`src/rtl/fifo_arb_pkg.sv`:
```
// Shared types for the FIFO write-port arbiter: FSM states and the index-width helper.
package fifo_arb_pkg;

  typedef enum logic {IDLE = 1'b0, LOCK = 1'b1} arb_state_e;

  // A 2-entry index still needs one bit, hence the floor of 1.
  function automatic int idx_w(input int n);
    return (n <= 2) ? 1 : $clog2(n);
  endfunction

endpackage

```
`src/rtl/fifo_wr_arb_rr_pick.sv`:
```
// Round-robin search: first set request strictly after last_owner, wrapping.
module rr_pick
  import fifo_arb_pkg::*;
#(
  parameter int NREQ = 4
) (
  input  logic [NREQ-1:0]              req,
  input  logic [idx_w(NREQ)-1:0]       last_owner,
  output logic                         pick_vld,
  output logic [idx_w(NREQ)-1:0]       pick_id
);

  localparam int IW = idx_w(NREQ);

  logic [IW-1:0] idx;

  // Walk from the farthest candidate to the nearest so the nearest wins.
  always_comb begin
    pick_vld = 1'b0;
    pick_id  = '0;
    idx      = '0;
    for (int k = NREQ; k >= 1; k--) begin
      idx = IW'((int'(last_owner) + k) % NREQ);
      if (req[idx]) begin
        pick_vld = 1'b1;
        pick_id  = idx;
      end
    end
  end

endmodule

```
`src/rtl/fifo_wr_arb.sv`:
```
// Packet-locked round-robin arbiter feeding a single FIFO write port.
module fifo_wr_arb
  import fifo_arb_pkg::*;
#(
  parameter int DSIZE    = 8,
  parameter int NREQ     = 4,
  parameter int MAXBURST = 4
) (
  input  logic                      wclk,
  input  logic                      wrst,
  input  logic [NREQ-1:0]           req_valid,
  input  logic [NREQ*DSIZE-1:0]     req_data,
  input  logic [NREQ-1:0]           req_last,
  output logic [NREQ-1:0]           req_ready,
  input  logic                      wfull,
  output logic                      winc,
  output logic [DSIZE-1:0]          wdata,
  output logic                      grant_vld,
  output logic [idx_w(NREQ)-1:0]    grant_id
);

  localparam int IW = idx_w(NREQ);
  localparam int CW = idx_w(MAXBURST + 1);

  arb_state_e    state, state_nxt;
  logic [IW-1:0] gid_q, gid_nxt;
  logic [IW-1:0] last_owner, lo_nxt;
  logic [CW-1:0] beat_cnt, cnt_nxt;
  logic          pick_vld;
  logic [IW-1:0] pick_id;
  logic          beat, rel;

  rr_pick #(.NREQ(NREQ)) u_pick (
    .req        (req_valid),
    .last_owner (last_owner),
    .pick_vld   (pick_vld),
    .pick_id    (pick_id)
  );

  // Reset gates the beat so a packet abandoned by reset issues nothing more.
  assign beat = (state == LOCK) & req_valid[gid_q] & ~wfull & ~wrst;
  assign rel  = beat & (req_last[gid_q] | (beat_cnt == CW'(MAXBURST - 1)));

  always_comb begin
    state_nxt = state;
    gid_nxt   = gid_q;
    lo_nxt    = last_owner;
    cnt_nxt   = beat_cnt;
    case (state)
      IDLE: begin
        if (pick_vld) begin
          state_nxt = LOCK;
          gid_nxt   = pick_id;
          cnt_nxt   = '0;
        end
      end
      LOCK: begin
        if (rel) begin
          state_nxt = IDLE;
          lo_nxt    = gid_q;
          cnt_nxt   = '0;
        end else if (beat) begin
          cnt_nxt = beat_cnt + 1'b1;
        end
      end
      default: state_nxt = IDLE;
    endcase
  end

  // last_owner resets to the top index so requester 0 is searched first.
  always_ff @(posedge wclk) begin
    if (wrst) begin
      state      <= IDLE;
      gid_q      <= '0;
      last_owner <= IW'(NREQ - 1);
      beat_cnt   <= '0;
    end else begin
      state      <= state_nxt;
      gid_q      <= gid_nxt;
      last_owner <= lo_nxt;
      beat_cnt   <= cnt_nxt;
    end
  end

  assign winc      = beat;
  assign wdata     = req_data[int'(gid_q)*DSIZE +: DSIZE];
  assign req_ready = beat ? (NREQ'(1) << gid_q) : '0;
  assign grant_vld = (state == LOCK) & ~wrst;
  assign grant_id  = gid_q;

endmodule

```
`config.mk`:
```
export PLATFORM = sky130hd
export DESIGN_NAME = fifo_wr_arb
export DESIGN_NICKNAME = d
export VERILOG_FILES = /design/src/rtl/fifo_arb_pkg.sv /design/src/rtl/fifo_wr_arb_rr_pick.sv /design/src/rtl/fifo_wr_arb.sv
export SDC_FILE = /design/constraint.sdc
export NUM_CORES = 1
export LEC_CHECK = 0
export CORE_UTILIZATION = 33
export CTS_BUF_LIST = sky130_fd_sc_hd__clkbuf_8
export CTS_CLUSTER_DIAMETER = 100
export DETAILED_ROUTE_END_ITERATION = 10
export PLACE_DENSITY = 0.84
export SLEW_MARGIN = 0
export SYNTH_ARGS = -nofsm -noshare
export SYNTH_HDL_FRONTEND = slang
export SYNTH_SLANG_ARGS = --single-unit
```
`constraint.sdc`:
```
create_clock -name wclk -period 2.45 [get_ports wclk]
set_clock_uncertainty 0.1 [all_clocks]
set_input_delay 0.49 -clock wclk [delete_from_list [all_inputs] [get_ports wclk]]
set_output_delay 0.49 -clock wclk [all_outputs]
set_load 0.05 [all_outputs]
```
==> flow_metrics.py, run 1 <==
metrics = {
    "outcome": {
        "status": "complete, no violations",
    },
    "clocking": {
        "cts_buffer_depth": 2,
        "worstSkewPairLatency_ps": 230,
        "post-cts-setup-buffers": 0,
        "cts-root-buf": "clkbuf_8",
        "cts_tree": "done",
        "clkSlewWorstSetupHoldPaths_ps": 40,
        "cts_sinks": 8,
        "cts_made_buffers": 3,
        "htreeDepth": 1,
    },
    "yosys": {
        "ys_warn_count": 0,
        "synthTopCellsByCount": "mux4_2 (9), dfxtp_1 (8), nor2_1 (8), inv_1 (6), nand2_1 (6)",
        "syn_avg_cell_area_um2": 9.957,
        "synth_flop_cell": "dfxtp_1",
        "synth.net_count": 116,
        "yosysSeqAreaShare_pct": 22.65,
        "syn_area_um2": 706.9,
        "netlist_instances": 71,
        "synth-edff-count": 0,
        "synthArstFlopShare_pct": 0,
        "synth.distinct_cells": 26,
        "yosysMostFrequentCell": "mux4_2",
        "yosys.area.top_type_share_pct": 28.67,
        "yosys-top-cells-area": "mux4_2 (29%), dfxtp_1 (23%), mux2i_1 (5.7%), nor2_1 (4.2%), mux4_1 (3.7%)",
        "ys_seq_elements": 8,
        "synth_area_leader_cell": "mux4_2",
    },
    "global_route": {
        "grt_pass1_wl_um": 3305,
        "grt_pass1_vias": 767,
        "grt_overflow": 0,
        "antenna_found_initial": 0,
        "track_usage_pct": 21.03,
        "grt_start_max_net_pins": 10,
    },
    "placement": {
        "detailed_place_hpwl_um": 1973,
        "portBuffers": 58,
        "gp_congestion": 0.7684,
        "post-place-cells": 161,
    },
    "sta": {
        "finalCritPeriodShare_pct": 97.86,
        "setup_viol": 0,
        "slew_violations": 0,
        "slew_headroom_pct": 68.82,
        "fmaxAchievable_ghz": 0.4171,
        "finalHoldViolCount": 0,
        "fin_crit_ps": 2398,
        "tightest_slew_ps": 462.8,
        "setup_tns_ps": 0,
        "rsz0062_at_grt": "no",
        "holdWs_ps": 363.2,
    },
    "layout": {
        "antennaDiodeCount": 0,
        "fin_nets": 184,
        "final_cells": 164,
        "layout-drive-gt1-share_pct": 30.66,
        "area_growth_pct": 111.0,
    },
    "routing": {
        "drc": 0,
        "vias": 847,
        "via_per_inst": 5.165,
        "postRouteWirelength_um": 2500,
        "drt_iter0_drc": 11,
        "ant_nets": 0,
        "drt-pass1-iter-count": 4,
        "wire_per_inst_um": 15.24,
    },
    "critical_path": {
        "cp-end-kind": "output port",
        "r2r-start": "grant_id[0]",
        "worstSetupPathType": "primary input to output port",
        "critical_path.startpoint": "req_valid[2]",
        "cp_max_fo": 5,
        "cp_data_arrival_time_ps": 1810,
        "cp_data_required_time_ps": 1860,
        "critPathLaunchType": "primary input",
    },
    "power": {
        "total_power_mw": 0.6141,
        "p_leak_nw": 0.6167,
        "vdd_drop_max_mv": 0.2491,
        "cellPowerDensity_nw_per_um2": 411.7,
    },
    "floorplanning": {
        "num_io_pins": 59,
        "start_util_pct": 35.67,
        "dieHeight_um": 48.29,
        "die-area_um2": 2331,
        "die_w_um": 48.29,
        "row_count": 16,
        "core_um2": 1982,
    },
    "min_path": {
        "hp-start": "beat_cnt[1]",
        "hold_class": "flip-flop to flip-flop",
    },
    "flow_run": {
        "cap_viol_max_count": 0,
    },
}
## area by class of cell
| cell class | instances | area (um2) |
|---|---|---|
| Sequential cell | 8 | 160.2 |
| Inverter | 6 | 22.52 |
| Multi-Input combinational cell | 55 | 550.5 |
| Timing Repair Buffer | 65 | 683.2 |
| Clock buffer | 3 | 41.29 |
| Fill cell | 147 | 490.5 |
| Tap cell | 27 | 33.78 |
## metrics by stage
step	setup WS, ps	util (%)	instance area, um2
final	52.42	75.25	1491
after detailed placement	13.40	71.72	1421
after global routing	16.03	75.25	1491
after global placement	53.42	71.72	1421
after floorplan	-21.47	-	728.2
after CTS	17.03	73.80	1463
## worst paths after layout
path	depth (start not counted)	slack, ps	end
worst max-delay path	4	50	winc
worst min-delay path	2	360	beat_cnt[1]
worst max register to register	4	340	last_owner[0]
worst min register to register	2	360	beat_cnt[1]
## worst max-delay path, cell delays in order
cell and delay [ps]:
clkdlybuf4s50_1 440, mux4_2 490, and2_4 200, buf_4 190
## cell families (layout without fill, tap and decap cells)
kind of cell             count (synthesis)  after routing  share of synthesized area, %
AO/OA/AOI/OAI                           15             15                         13.81
flip-flops                               8              8                         22.65
AND/OR/NAND/NOR                         24             24                         17.52
multiplexers                            14             14                         38.05
adder cells (fa/ha/maj)                  2              2                         3.539
buffers and inverters                    8             74                         4.423
## power by group
group | leakage, nW | switching, mW | total, mW | internal [mW]
Combinational | 0.530 | 0.148 | 0.304 | 0.157
Clock | 0.0216 | 0.0522 | 0.159 | 0.106
Sequential | 0.0653 | 0.0138 | 0.151 | 0.138
Total | 0.617 | 0.214 | 0.614 | 0.400
## state kept, by name, indices dropped and copies added (netlist names)
signal,flops
beat_cnt,3
state,1
last_owner,2
grant_id,2
## what timing repair did
item / 4_1_cts / 5_1_grt
hold buffers: 0 / 0
endpoints found under the setup margin: 2 / 3
gates resized for setup: 0 / 7
pin swaps: 2 / 3
## cell usage in the layout, fill, tap and decap left out
cell type / n
a22oi_1: 1
dlymetal6s2s_1: 2
o21ai_1: 1
o21ai_0: 4
dfxtp_1: 8
o22ai_1: 1
ha_1: 2
nor3_4: 1
mux2i_1: 4
nand2_2: 1
nand2b_1: 1
nand2_1: 5
nor2b_1: 2
nor2_1: 8
o21a_1: 1
mux4_1: 1
buf_4: 17
clkbuf_16: 2
buf_12: 4
clkdlybuf4s50_1: 40
a21o_1: 2
o22a_1: 1
a311oi_1: 2
mux4_2: 9
and2_4: 1
clkbuf_8: 3
inv_1: 6
nor3b_2: 2
nand3_1: 1
or3_4: 1
a21oi_1: 2
nor3b_4: 1
## metal layers
layer / GRT usage [%] / vias to the layer above / share of wire, %
met5: 0 / - / 0
li1: - / 406 / -
met2: 39.73 / 34 / 57
met3: 6.667 / 6 / 5.4
met1: 22.40 / 401 / 37
met4: 5.000 / 0 / 0.68
Note: power is estimated with default switching activity, not from simulation.
==> run 2, diff against run 1 <==
--- a/config.mk
+++ b/config.mk
@@ -5,10 +5,12 @@
 export SDC_FILE = /design/constraint.sdc
 export NUM_CORES = 1
 export LEC_CHECK = 0
+export CORE_MARGIN = 3
 export CORE_UTILIZATION = 33
 export CTS_BUF_LIST = sky130_fd_sc_hd__clkbuf_8
 export CTS_CLUSTER_DIAMETER = 100
 export DETAILED_ROUTE_END_ITERATION = 10
+export MAX_ROUTING_LAYER = met4
 export PLACE_DENSITY = 0.84
 export SLEW_MARGIN = 0
 export SYNTH_ARGS = -nofsm -noshare
==> run 2 against run 1 <==
- clock power shrank 3%
- global-route usage fell by 2.9 points
- combinational power barely moved
- cell count up 0.61%
- register-to-register slack got worse by 30 ps
==> flow_metrics.py, run 2 (synthesis gave the netlist of run 1 again) <==
metrics = {
    "sta": {
        "finalCritPeriodShare_pct": 97.34,
        "finalHoldViolCount": 0,
        "tightest_slew_ps": 489.3,
        "slew_headroom_pct": 67.04,
        "fin_ws_ps": 65.11,
        "rsz0062_at_grt": "no",
        "slew_violations": 0,
        "fin_crit_ps": 2385,
        "setup_viol": 0,
        "fmaxAchievable_ghz": 0.4193,
    },
    "routing": {
        "drc": 0,
        "drt_iter0_drc": 27,
        "postRouteWirelength_um": 2400,
        "ant_nets": 0,
        "vias": 825,
        "via_per_inst": 5.000,
        "wire_per_inst_um": 14.55,
        "drt-pass1-iter-count": 4,
    },
    "global_route": {
        "antenna_found_initial": 0,
        "grt_pass1_vias": 825,
        "grt_overflow": 0,
        "grt_pass1_wl_um": 3594,
        "grt_start_max_net_pins": 11,
        "track_usage_pct": 18.18,
    },
    "layout": {
        "top_register": "beat_cnt",
        "area_growth_pct": 108.7,
        "layout_common_cells": "clkdlybuf4s50_1 (42), buf_4 (18), mux4_2 (9)",
        "antennaDiodeCount": 0,
        "largest_reg_flops": 3,
        "layout-drive-gt1-share_pct": 30.43,
        "layout_commonest_cell": "clkdlybuf4s50_1",
        "fin_nets": 185,
    },
    "min_path": {
        "hold_end": "beat_cnt[1]",
        "hp-start": "beat_cnt[1]",
        "hold_class": "flip-flop to flip-flop",
        "holdPathStages": 2,
    },
    "floorplanning": {
        "num_io_pins": 59,
        "row_count": 16,
        "core_um2": 2002,
        "dieHeight_um": 52.29,
        "die_w_um": 52.29,
        "start_util_pct": 35.31,
        "die-area_um2": 2734,
    },
    "power": {
        "vdd_drop_max_mv": 0.3520,
        "total_power_mw": 0.6075,
        "p_leak_nw": 0.5963,
        "cellPowerDensity_nw_per_um2": 411.8,
    },
    "clocking": {
        "cts_tree": "done",
        "htreeDepth": 1,
        "cts-root-buf": "clkbuf_8",
        "worstSkewPairLatency_ps": 230,
        "post-cts-setup-buffers": 0,
        "cts_made_buffers": 3,
        "cts-resized-gates": 0,
        "cts_sinks": 8,
        "cts_buffer_depth": 2,
        "postCtsHoldBufs": 0,
        "clkSlewWorstSetupHoldPaths_ps": 40,
    },
    "flow_run": {
        "cap_viol_max_count": 0,
    },
    "critical_path": {
        "cp-end-kind": "output port",
        "cp_data_arrival_time_ps": 1790,
        "critPathLaunchType": "primary input",
        "worstSetupPathType": "primary input to output port",
        "critical_path.startpoint": "req_valid[2]",
        "worstReg2RegEnd": "last_owner[0]",
        "cp_max_fo": 5,
        "cp_data_required_time_ps": 1860,
        "r2r_slack_ps": 310,
        "r2r.worst_path.cells": 4,
        "r2r-start": "grant_id[0]",
    },
    "placement": {
        "portBuffers": 58,
        "detailed_place_hpwl_um": 2071,
        "gp_congestion": 0.8459,
        "place_ws_ps": 66.15,
    },
    "outcome": {
        "status": "complete, no violations",
    },
}
-- run 2: changes by cell type in the layout (fill, tap and decap cells not counted) --
cell / change
dlymetal6s2s_1: -2
clkdlybuf4s50_1: +2
buf_12: +2
nand2_2: -1
clkbuf_16: -2
nand2_1: +1
nor3b_4: -1
buf_4: +1
nor3b_2: +1
-- run 2: layout make-up --
type / count / area (um2)
Sequential cell: 8 / 160.2
Multi-Input combinational cell: 55 / 541.8
Clock buffer: 3 / 41.29
Inverter: 6 / 22.52
Fill cell: 144 / 526.8
Timing Repair Buffer: 66 / 675.6
Tap cell: 27 / 33.78
-- run 2: layer usage --
metal  up-vias  part of all wire, %  track usage (%)
li1        407                    -                -
met1       391                   37            21.63
met2        27                   58            31.61
met3         0                  5.3            4.274
met4         0                    0            2.979
met5         -                    0                -
-- run 2: worst max-delay path, stage by stage --
cell	delay [ps]
clkdlybuf4s50_1	440
mux4_2	480
and2_4	190
buf_4	190
-- run 2: worst max-delay path by stage --
| stage | to | slack, ps | depth (start not counted) |
|---|---|---|---|
| floorplan | req_ready[1] | -20 | 3 |
| detailed placement | winc | 70 | 4 |
| finish | winc | 70 | 4 |
| CTS | req_ready[1] | 30 | 6 |
| global placement | req_ready[1] | 60 | 6 |
| global route | req_ready[1] | 20 | 6 |
-- run 2: power by group --
| part | switching (mW) | internal (mW) | total, mW |
|---|---|---|---|
| Clock | 0.0483 | 0.106 | 0.154 |
| Combinational | 0.147 | 0.157 | 0.303 |
| Sequential | 0.0122 | 0.138 | 0.150 |
| Total | 0.207 | 0.400 | 0.608 |
-- run 2: through the flow --
step	cells	utilization (%)	area [um2]	hold slack [ps]	TNS, ps
after CTS	165	73.44	1470	367.9	0
final	165	73.69	1475	366.2	0
after global routing	165	73.69	1475	394.9	0
after detailed placement	162	71.38	1429	361.5	0
after global placement	162	71.38	1429	346.6	0
after floorplan	71	-	728.2	333.8	-21.76
